## config.mk

```make
export PLATFORM = sky130hd
export DESIGN_NAME = mem_arbiter
export DESIGN_NICKNAME = d
export VERILOG_FILES = /design/src/rtl/mem_arbiter_pkg.sv /design/src/rtl/mem_arbiter_lane_extract.sv /design/src/rtl/mem_arbiter.sv
export SDC_FILE = /design/constraint.sdc
export NUM_CORES = 1
export LEC_CHECK = 0
export BUFFER_PORTS_ARGS = -buffer_cell sky130_fd_sc_hd__buf_2
export CAP_MARGIN = 20
export CORE_ASPECT_RATIO = 1.2
export CORE_MARGIN = 3
export CORE_UTILIZATION = 49
export CTS_CLUSTER_DIAMETER = 60
export DETAILED_ROUTE_END_ITERATION = 7
export GPL_ROUTABILITY_DRIVEN = 0
export GPL_TIMING_DRIVEN = 0
export HOLD_SLACK_MARGIN = 0.12
export PLACE_DENSITY = 0.76
export SYNTH_ARGS = -nofsm -noshare
export SYNTH_HDL_FRONTEND = slang
export SYNTH_HIERARCHICAL = 1
export SYNTH_SLANG_ARGS = --single-unit
```

## constraint.sdc

```tcl
create_clock -name clk -period 2.25 [get_ports clk]
set_clock_uncertainty 0.1 [all_clocks]
set_input_delay 0.675 -clock clk [delete_from_list [all_inputs] [get_ports clk]]
set_output_delay 0.675 -clock clk [all_outputs]
set_load 0.01 [all_outputs]
```

## src/rtl/mem_arbiter_pkg.sv

```systemverilog
// Shared definitions for the IF/MEM memory arbiter: access sizes, FSM states,
// owner encoding and the alignment rule applied at grant time.
package mem_arbiter_pkg;

    localparam logic [1:0] SIZE_BAD  = 2'b00;
    localparam logic [1:0] SIZE_BYTE = 2'b01;
    localparam logic [1:0] SIZE_HALF = 2'b10;
    localparam logic [1:0] SIZE_WORD = 2'b11;

    typedef enum logic [1:0] {
        ARB_IDLE   = 2'd0,
        ARB_ACCESS = 2'd1,
        ARB_RESP   = 2'd2
    } arb_state_e;

    typedef enum logic {
        OWNER_IF = 1'b0,
        OWNER_D  = 1'b1
    } owner_e;

    // An illegal size is reported the same way as a misaligned address.
    function automatic logic misaligned(input logic [1:0] addr_lo, input logic [1:0] size);
        case (size)
            SIZE_BYTE: return 1'b0;
            SIZE_HALF: return addr_lo[0];
            SIZE_WORD: return addr_lo != 2'b00;
            default:   return 1'b1;
        endcase
    endfunction

endpackage

```

## src/rtl/mem_arbiter_lane_extract.sv

```systemverilog
// Selects the addressed byte/half from a memory word and zero-extends it
// into a right-justified 32-bit result.
module mem_arbiter_lane_extract
    import mem_arbiter_pkg::*;
(
    input  logic [31:0] rdata,
    input  logic [1:0]  addr_lo,
    input  logic [1:0]  size,
    output logic [31:0] data
);

    logic [7:0]  byte_sel;
    logic [15:0] half_sel;

    always_comb begin
        case (addr_lo)
            2'd0:    byte_sel = rdata[7:0];
            2'd1:    byte_sel = rdata[15:8];
            2'd2:    byte_sel = rdata[23:16];
            default: byte_sel = rdata[31:24];
        endcase
        half_sel = addr_lo[1] ? rdata[31:16] : rdata[15:0];

        case (size)
            SIZE_BYTE: data = {24'h0, byte_sel};
            SIZE_HALF: data = {16'h0, half_sel};
            default:   data = rdata;
        endcase
    end

endmodule

```

## src/rtl/mem_arbiter.sv

```systemverilog
// Arbitrates the shared single-port memory between instruction fetch and the
// load/store stage: data-first priority, starvation guard, fixed-latency access.
module mem_arbiter
    import mem_arbiter_pkg::*;
#(
    parameter int MEM_LAT    = 2,
    parameter int STARVE_MAX = 3,
    parameter int ADDR_W     = 32
) (
    input  logic              clk,
    input  logic              rst,
    input  logic              if_req,
    input  logic [ADDR_W-1:0] if_addr,
    output logic              if_done,
    output logic [31:0]       if_inst,
    output logic              if_err,
    output logic              if_stall_req,
    input  logic              d_req,
    input  logic              d_we,
    input  logic [ADDR_W-1:0] d_addr,
    input  logic [31:0]       d_wdata,
    input  logic [1:0]        d_valid_bit,
    output logic              d_done,
    output logic [31:0]       d_rdata,
    output logic              d_err,
    output logic              d_stall_req,
    output logic              mem_ce,
    output logic              mem_we,
    output logic [ADDR_W-1:0] mem_addr,
    output logic [1:0]        mem_valid_bit,
    output logic [31:0]       mem_wdata,
    input  logic [31:0]       mem_rdata
);

    localparam logic [3:0] LAT_INIT   = 4'(MEM_LAT - 1);
    localparam logic [7:0] STARVE_LIM = 8'(STARVE_MAX);

    arb_state_e        state_q, state_d;
    owner_e            owner_q, owner_d;
    logic [3:0]        lat_cnt_q, lat_cnt_d;
    logic [7:0]        starve_cnt_q, starve_cnt_d;
    logic              mem_ce_d, mem_we_d;
    logic [ADDR_W-1:0] mem_addr_d;
    logic [1:0]        mem_valid_bit_d;
    logic [31:0]       mem_wdata_d;
    logic              if_done_d, if_err_d, d_done_d, d_err_d;
    logic [31:0]       if_inst_d, d_rdata_d;
    logic              grant_data, grant_fetch, grant_err;
    logic [31:0]       lane_data;

    mem_arbiter_lane_extract u_lane (
        .rdata   (mem_rdata),
        .addr_lo (mem_addr[1:0]),
        .size    (mem_valid_bit),
        .data    (lane_data)
    );

    always_comb begin
        // NOTE: every signal gets a default before the case so no path infers a latch.
        state_d         = state_q;
        owner_d         = owner_q;
        lat_cnt_d       = lat_cnt_q;
        starve_cnt_d    = starve_cnt_q;
        mem_ce_d        = mem_ce;
        mem_we_d        = mem_we;
        mem_addr_d      = mem_addr;
        mem_valid_bit_d = mem_valid_bit;
        mem_wdata_d     = mem_wdata;
        if_done_d       = 1'b0;
        if_err_d        = 1'b0;
        d_done_d        = 1'b0;
        d_err_d         = 1'b0;
        if_inst_d       = if_inst;
        d_rdata_d       = d_rdata;
        grant_data      = 1'b0;
        grant_fetch     = 1'b0;
        grant_err       = 1'b0;

        case (state_q)
            ARB_IDLE: begin
                grant_data  = d_req && !(if_req && starve_cnt_q == STARVE_LIM);
                grant_fetch = if_req && !grant_data;
                if (grant_data) begin
                    owner_d         = OWNER_D;
                    mem_addr_d      = d_addr;
                    mem_valid_bit_d = d_valid_bit;
                    mem_wdata_d     = d_wdata;
                    grant_err       = misaligned(d_addr[1:0], d_valid_bit);
                    mem_we_d        = d_we && !grant_err;
                    if (if_req && starve_cnt_q != STARVE_LIM)
                        starve_cnt_d = starve_cnt_q + 8'd1;
                end else if (grant_fetch) begin
                    owner_d         = OWNER_IF;
                    mem_addr_d      = if_addr;
                    mem_valid_bit_d = SIZE_WORD;
                    mem_wdata_d     = '0;
                    grant_err       = misaligned(if_addr[1:0], SIZE_WORD);
                    mem_we_d        = 1'b0;
                    starve_cnt_d    = '0;
                end

                if (grant_data || grant_fetch) begin
                    if (grant_err) begin
                        // Rejected accesses skip the memory and answer next cycle.
                        state_d = ARB_RESP;
                        if (grant_data) begin
                            d_done_d  = 1'b1;
                            d_err_d   = 1'b1;
                            d_rdata_d = '0;
                        end else begin
                            if_done_d = 1'b1;
                            if_err_d  = 1'b1;
                            if_inst_d = '0;
                        end
                    end else begin
                        state_d   = ARB_ACCESS;
                        lat_cnt_d = LAT_INIT;
                        mem_ce_d  = 1'b1;
                    end
                end
            end

            ARB_ACCESS: begin
                if (lat_cnt_q == 4'd0) begin
                    mem_ce_d = 1'b0;
                    mem_we_d = 1'b0;
                    state_d  = ARB_RESP;
                    if (owner_q == OWNER_D) begin
                        d_done_d  = 1'b1;
                        d_rdata_d = mem_we ? 32'h0 : lane_data;
                    end else begin
                        if_done_d = 1'b1;
                        if_inst_d = lane_data;
                    end
                end else begin
                    lat_cnt_d = lat_cnt_q - 4'd1;
                end
            end

            ARB_RESP: state_d = ARB_IDLE;

            default:  state_d = ARB_IDLE;
        endcase

        if (!if_req)
            starve_cnt_d = '0;
    end

    always_ff @(posedge clk or negedge rst) begin
        if (!rst) begin
            state_q       <= ARB_IDLE;
            owner_q       <= OWNER_IF;
            lat_cnt_q     <= '0;
            starve_cnt_q  <= '0;
            mem_ce        <= 1'b0;
            mem_we        <= 1'b0;
            mem_addr      <= '0;
            mem_valid_bit <= '0;
            mem_wdata     <= '0;
            if_done       <= 1'b0;
            if_err        <= 1'b0;
            if_inst       <= '0;
            d_done        <= 1'b0;
            d_err         <= 1'b0;
            d_rdata       <= '0;
        end else begin
            // NOTE: non-blocking assignments keep every register updating from pre-edge values.
            state_q       <= state_d;
            owner_q       <= owner_d;
            lat_cnt_q     <= lat_cnt_d;
            starve_cnt_q  <= starve_cnt_d;
            mem_ce        <= mem_ce_d;
            mem_we        <= mem_we_d;
            mem_addr      <= mem_addr_d;
            mem_valid_bit <= mem_valid_bit_d;
            mem_wdata     <= mem_wdata_d;
            if_done       <= if_done_d;
            if_err        <= if_err_d;
            if_inst       <= if_inst_d;
            d_done        <= d_done_d;
            d_err         <= d_err_d;
            d_rdata       <= d_rdata_d;
        end
    end

    // Held in reset so ctrl sees no stall while the arbiter is being cleared.
    assign if_stall_req = rst & if_req & ~if_done;
    assign d_stall_req  = rst & d_req & ~d_done;

endmodule

```

=== Word-level counts from Yosys, hierarchy flattened ===
Index checks and enable logic that the tools add are counted.

* Register bits after elaboration: 151
* Input port bits: 135
* Output and inout bits: 138

* Add/subtract/negate cells: 2
* Equality and inequality tests: 23
* Muxes and demuxes: 63
* Bitwise gates (word level): 6
* Reductions and logical operators: 24

{| class="wikitable"
|+ Operators by type and width
! kind !! number
|-
| two-way mux 32 bit || 15
|-
| one-hot mux 32 bit (2 select lines) || 3
|-
| two-way mux 8 bit || 5
|-
| one-hot mux 8 bit (3 select lines) || 1
|-
| two-way mux 1 bit || 23
|-
| != test 2 bit, second input constant || 9
|-
| two-way mux 16 bit || 1
|-
| two-way mux 4 bit || 3
|-
| AND reduction 6 bit || 2
|-
| two-way mux 2 bit || 5
|-
| adder 8 x 1 -> 8 bit, second input constant || 1
|-
| equality test 2 x 1 -> 1 bit, second input constant || 4
|-
| equality test 2 bit, second input constant || 4
|-
| equality test 8 x 2 -> 1 bit, second input constant || 1
|-
| != test 8 x 2 -> 1 bit, second input constant || 1
|-
| one-hot mux 1 bit (2 select lines) || 4
|-
| one-hot mux 4 bit (2 select lines) || 1
|-
| AND reduction 4 bit || 2
|-
| nonzero test 2 bit || 4
|-
| AND reduction 3 bit || 2
|-
| logical AND 1 bit || 5
|-
| bitwise AND 1 bit || 4
|-
| logical NOT 2 bit || 2
|-
| logical NOT 4 bit || 1
|-
| 11 further kinds || 15
|}

=== Depth between registers and ports, before layout ===
* Depth after elaboration: 12
* Mapped depth: 9
* Depth with buffers taken out: 8

=== Hierarchy ===
The synthesis kept the hierarchy.

{| class="wikitable"
|+ Modules (own cells, without submodules)
! module !! times used !! cells each !! area each (um^2) !! seq. area each (um^2)
|-
| mem_arbiter || 1 || 575 || 6311.1 || 3778.6
|-
| mem_arbiter_lane_extract || 1 || 95 || 625.6 || 0.0
|}

=== Worst setup path after synthesis ===
Ideal clock, no wire load.

* Path type: in2reg
* Start point: input port if_req
* End point: register if_inst[10]
* Data arrival time: 1846 ps
* Setup slack: 225 ps
* Stages: 7
* Path buffers: 3
* Path through: nor4bb_4 > a21o_1 > buf_4 > a21o_1 > buf_6 > buf_8 > mux2i_1

* Word-level cells in the longest chain between the ends: 10

{| class="wikitable"
|+ RTL lines
! what !! RTL line !! text
|-
| start: declaration || mem_arbiter.sv:12 || <nowiki>input logic if_req,</nowiki>
|-
| logical AND 1 bit || mem_arbiter.sv:81 || <nowiki>grant_data = d_req && !(if_req && starve_cnt_q == STARVE_LIM);</nowiki>
|-
| logical NOT 1 bit || mem_arbiter.sv:81 ||
|-
| logical AND 1 bit || mem_arbiter.sv:81 ||
|-
| logical NOT 1 bit || mem_arbiter.sv:82 || <nowiki>grant_fetch = if_req && !grant_data;</nowiki>
|-
| logical AND 1 bit || mem_arbiter.sv:82 ||
|-
| two-way mux 1 bit || mem_arbiter.sv:92 || <nowiki>end else if (grant_fetch) begin</nowiki>
|-
| two-way mux 1 bit || mem_arbiter.sv:83 || <nowiki>if (grant_data) begin</nowiki>
|-
| two-way mux 1 bit || mem_arbiter.sv:79 || <nowiki>case (state_q)</nowiki>
|-
| != test 2 bit (no source line) || -- ||
|-
| AND reduction 6 bit (no source line) * || -- ||
|-
| end signal: assignment || mem_arbiter.sv:179 || <nowiki>if_inst <= if_inst_d;</nowiki>
|-
| end: declaration || mem_arbiter.sv:15 || <nowiki>output logic [31:0] if_inst,</nowiki>
|}

Every way passes the cells marked *; elsewhere a longest branch is shown, timed or not. The select of a mux whose other input is x is not followed.
A chain may end at the register's enable or synchronous reset.

=== Worst setup path after layout ===
* Start point: register starve_cnt_q[1]
* End point: register if_inst[27]

* Word-level cells in the longest chain between the ends: 11

{| class="wikitable"
|+ RTL lines
! what !! RTL line !! text
|-
| start: declaration || mem_arbiter.sv:41 || <nowiki>logic [7:0] starve_cnt_q, starve_cnt_d;</nowiki>
|-
| start signal: assignment || mem_arbiter.sv:171 || <nowiki>starve_cnt_q <= starve_cnt_d;</nowiki>
|-
| equality test 8 x 2 -> 1 bit * || mem_arbiter.sv:81 ||
|-
| logical AND 1 bit * || mem_arbiter.sv:81 ||
|-
| logical NOT 1 bit * || mem_arbiter.sv:81 ||
|-
| logical AND 1 bit * || mem_arbiter.sv:81 ||
|-
| logical NOT 1 bit || mem_arbiter.sv:82 ||
|-
| logical AND 1 bit || mem_arbiter.sv:82 ||
|-
| two-way mux 1 bit || mem_arbiter.sv:92 ||
|-
| two-way mux 1 bit || mem_arbiter.sv:83 ||
|-
| two-way mux 1 bit || mem_arbiter.sv:79 ||
|-
| != test 2 bit (no source line) || -- ||
|-
| AND reduction 6 bit (no source line) * || -- ||
|}

Marks and branches as above.

==> reports/qor.csv <==
metric,value,unit
initial drt markers,406,
ranking of synthesized cells by area,"dfrtp_1, a22o_1, nand2_1",
Pleak,4.833,nW
switching power,4.867,mW
final-report max-slew violation count,0,
TritonCTS buffer count,17,
Setup Viol. Count Final,0,
full die area,0.01563,mm^2
# IOs,273,
GRT Total Usage,26.86,%
worst slew pin tran,0.6291,ns
Worst Path Arrival,2.39,ns
core outline area,0.01382,mm^2
fin crit period,2.150,ns
final hold violations,0,
Sw Ratio,38.43,%
Ys Warns,6,
syn_area_per_cell,10.35,um^2
Combinational Power Share,43.1,%
Flop pwr share,33.8,%
H-Tree Depth,4,
sequential-to-total area share from yosys stat,54.47,%
Synth top cells by count,"dfrtp_1, nand2_1, a22o_1, nor2_1, inv_1",
total detailed-routing wirelength,21070,um
Worst IR Drop VDD,776.5,uV
R2R Setup Slk,0.1,ns
internal power,7.797,mW
worst-skew pair later-pin latency,0.43,ns
M1 WL,8290,um
routed length per instance,18.24,um
DRT antenna net count,0,
most frequent cell after synthesis,dfrtp_1,
Vias per Instance,5.341,
met3 WL,1799,um
Mapped Nets,810,
root buffer cell,clkbuf_16,
gr ovfl total,0,
mapped cell area,0.006937,mm^2
clock power share,23.1,%
hold crit path type,in -> async,
die width,114.6,um
Worst Path Required,2.49,ns
number of synthesized flops with an enable pin,0,
Yosys reg bits,151,
"Reg clk slew, reported paths",0.06,ns
Sink Count,151,
final HPWL from detailed placement,16170,um
port bufs,272,
area growth from synthesis to layout,34.27,%
Post-synth ARST share,100.0,%
Main synth FF type,dfrtp_1,
Crit Reg-Reg Startpoint,starve_cnt_q[1],
Setup crit end kind,flip-flop,
CP startpoint,starve_cnt_q[1],
Crit Path Class,reg -> reg,
maximum clock frequency,0.4651,GHz
Nets,1111,
Cell Pwr Density,1360,mW/mm^2
Initial DRT Pass Iterations,5,
max_cap viols,0,
n_diodes,0,
pin count of the biggest net entering global routing,82,
vias after detailed routing,6169,
TNS Setup,0,ns
top cell type by total area after synthesis,dfrtp_1,
worst reg-to-reg path cell count,8,
Site Rows,47,
critical path endpoint,if_inst[27],
top layer reached by signal wires,met4,
die height,136.3,um
CP Launch Type,flip-flop,
first-pass GRT wire length,32000,um
fraction of layout instances using a drive strength above 1,36.28,%
CTS tree,yes,
vias in the first global route,6111,
run status,"complete, no violations",
area share of the largest cell type after synthesis,54.47,%
Starting Density,50.19,%
clk buf depth,2,
Critical R2R Capture,if_inst[27],
worst-path maximum fanout,10,
Mapped Cells,670,
Unique masters post-synth,53,
met2 WL,10380,um
Placed Area,0.008546,mm^2
Final Cycle Share,95.57,%
initial antenna violation count,0,
DRC,0,
Max transition margin,57.99,%
fin area,0.009314,mm^2
-- worst min-delay path by stage --
| stage | endpoint | slack (ns) | cells past startpoint |
|---|---|---|---|
| 2_1_floorplan | d_done | 0.28 | 0 |
| 3_3_place_gp | d_rdata[21] | 0.38 | 1 |
| 3_5_place_dp | mem_wdata[0] | 0.39 | 1 |
| 4_1_cts | d_rdata[28] | 0.05 | 1 |
| 5_1_grt | d_rdata[26] | 0.06 | 1 |
| 6_report | d_rdata[26] | 0.05 | 1 |
-- power by group through the flow --
stage	combinational (mW)	clock, mW	sequential [mW]
after global placement	5.19	0	4.27
after floorplan	2.75	0	4.69
after global routing	5.96	3.07	4.40
final	5.45	2.93	4.28
after CTS	5.35	2.98	4.28
after detailed placement	5.29	0	4.29
-- critical path: stages, from the launching register on --
cell and delay (ns):
dfrtp_1 0.36, ha_2 0.21, nor4bb_4 0.38, a21o_1 0.18
buf_6 0.13, a21o_1 0.15, buf_6 0.16, buf_8 0.17
mux2i_1 0.22
-- what timing repair did --
item,4_1_cts,5_1_grt
pin swaps,2,3
hold endpoints to repair,70,70
resized for setup,9,18
setup endpoints to repair,94,90
buffers inserted,4,5
-- logic make-up (layout without fill, tap and decap cells) --
logic type	Yosys count	count (layout)	share of synthesized area (%)
multiplexers	45	45	6.566
AO/OA/AOI/OAI	157	157	17.60
buffers and inverters	91	405	5.988
XOR/XNOR	3	3	0.3789
flip-flops	151	151	54.47
AND/OR/NAND/NOR	218	218	14.09
adder cells (fa/ha/maj)	5	5	0.9019
-- per-layer routing --
layer,GRT usage (%),vias up
li1,-,2932
met1,32.14,2919
met2,44.76,278
met3,8.148,40
met4,11.35,0
met5,0,-
-- cell usage in the layout (no fill, tap or decap), types with 6 or more instances in the layout --
cell type and n:
a21oi_1 8, a221o_1 7, a22o_1 76, a31oi_1 36, and2_1 18, buf_2 281
buf_4 9, clkbuf_1 18, clkbuf_16 17, clkbuf_2 7, dfrtp_1 151, inv_1 47
mux2i_1 40, nand2_1 121, nand3_1 6, nor2_1 49, o21ai_1 8
-- flip-flops by register name (all words and copies together), names as in the netlist, 2 cells and up --
signal	cells
mem_addr	32
starve_cnt_q	8
d_rdata	32
mem_wdata	32
lat_cnt_q	4
state_q	2
if_inst	32
mem_valid_bit	2
-- cell type report --
type                    instances  area (um^2)
fillers                      1124         4506
flip-flops and latches        151         3779
multi-input cells             428         2790
repair buffers                282         1484
clock buffers                  20        456.7
plain buffers                  43        260.3
well taps                     171        214.0
inverters                      48        180.2
clock inverters                12        150.1
-- through the flow --
stage / hold WS [ns] / setup WS, ns / total power [mW] / instances / utilization [%]
global route: 0.06316 / -0.009539 / 13.44 / 1155 / 67.40
finish: 0.04836 / 0.09973 / 12.66 / 1155 / 67.40
CTS: 0.05259 / 0.006508 / 12.60 / 1150 / 66.75
global placement: 0.3823 / -2.258 / 9.457 / 1113 / 61.59
detailed placement: 0.3862 / -0.4859 / 9.576 / 1114 / 61.84
floorplan: 0.2794 / 0.2246 / 7.442 / 670 / -
Power figures use the tool's default switching activity.
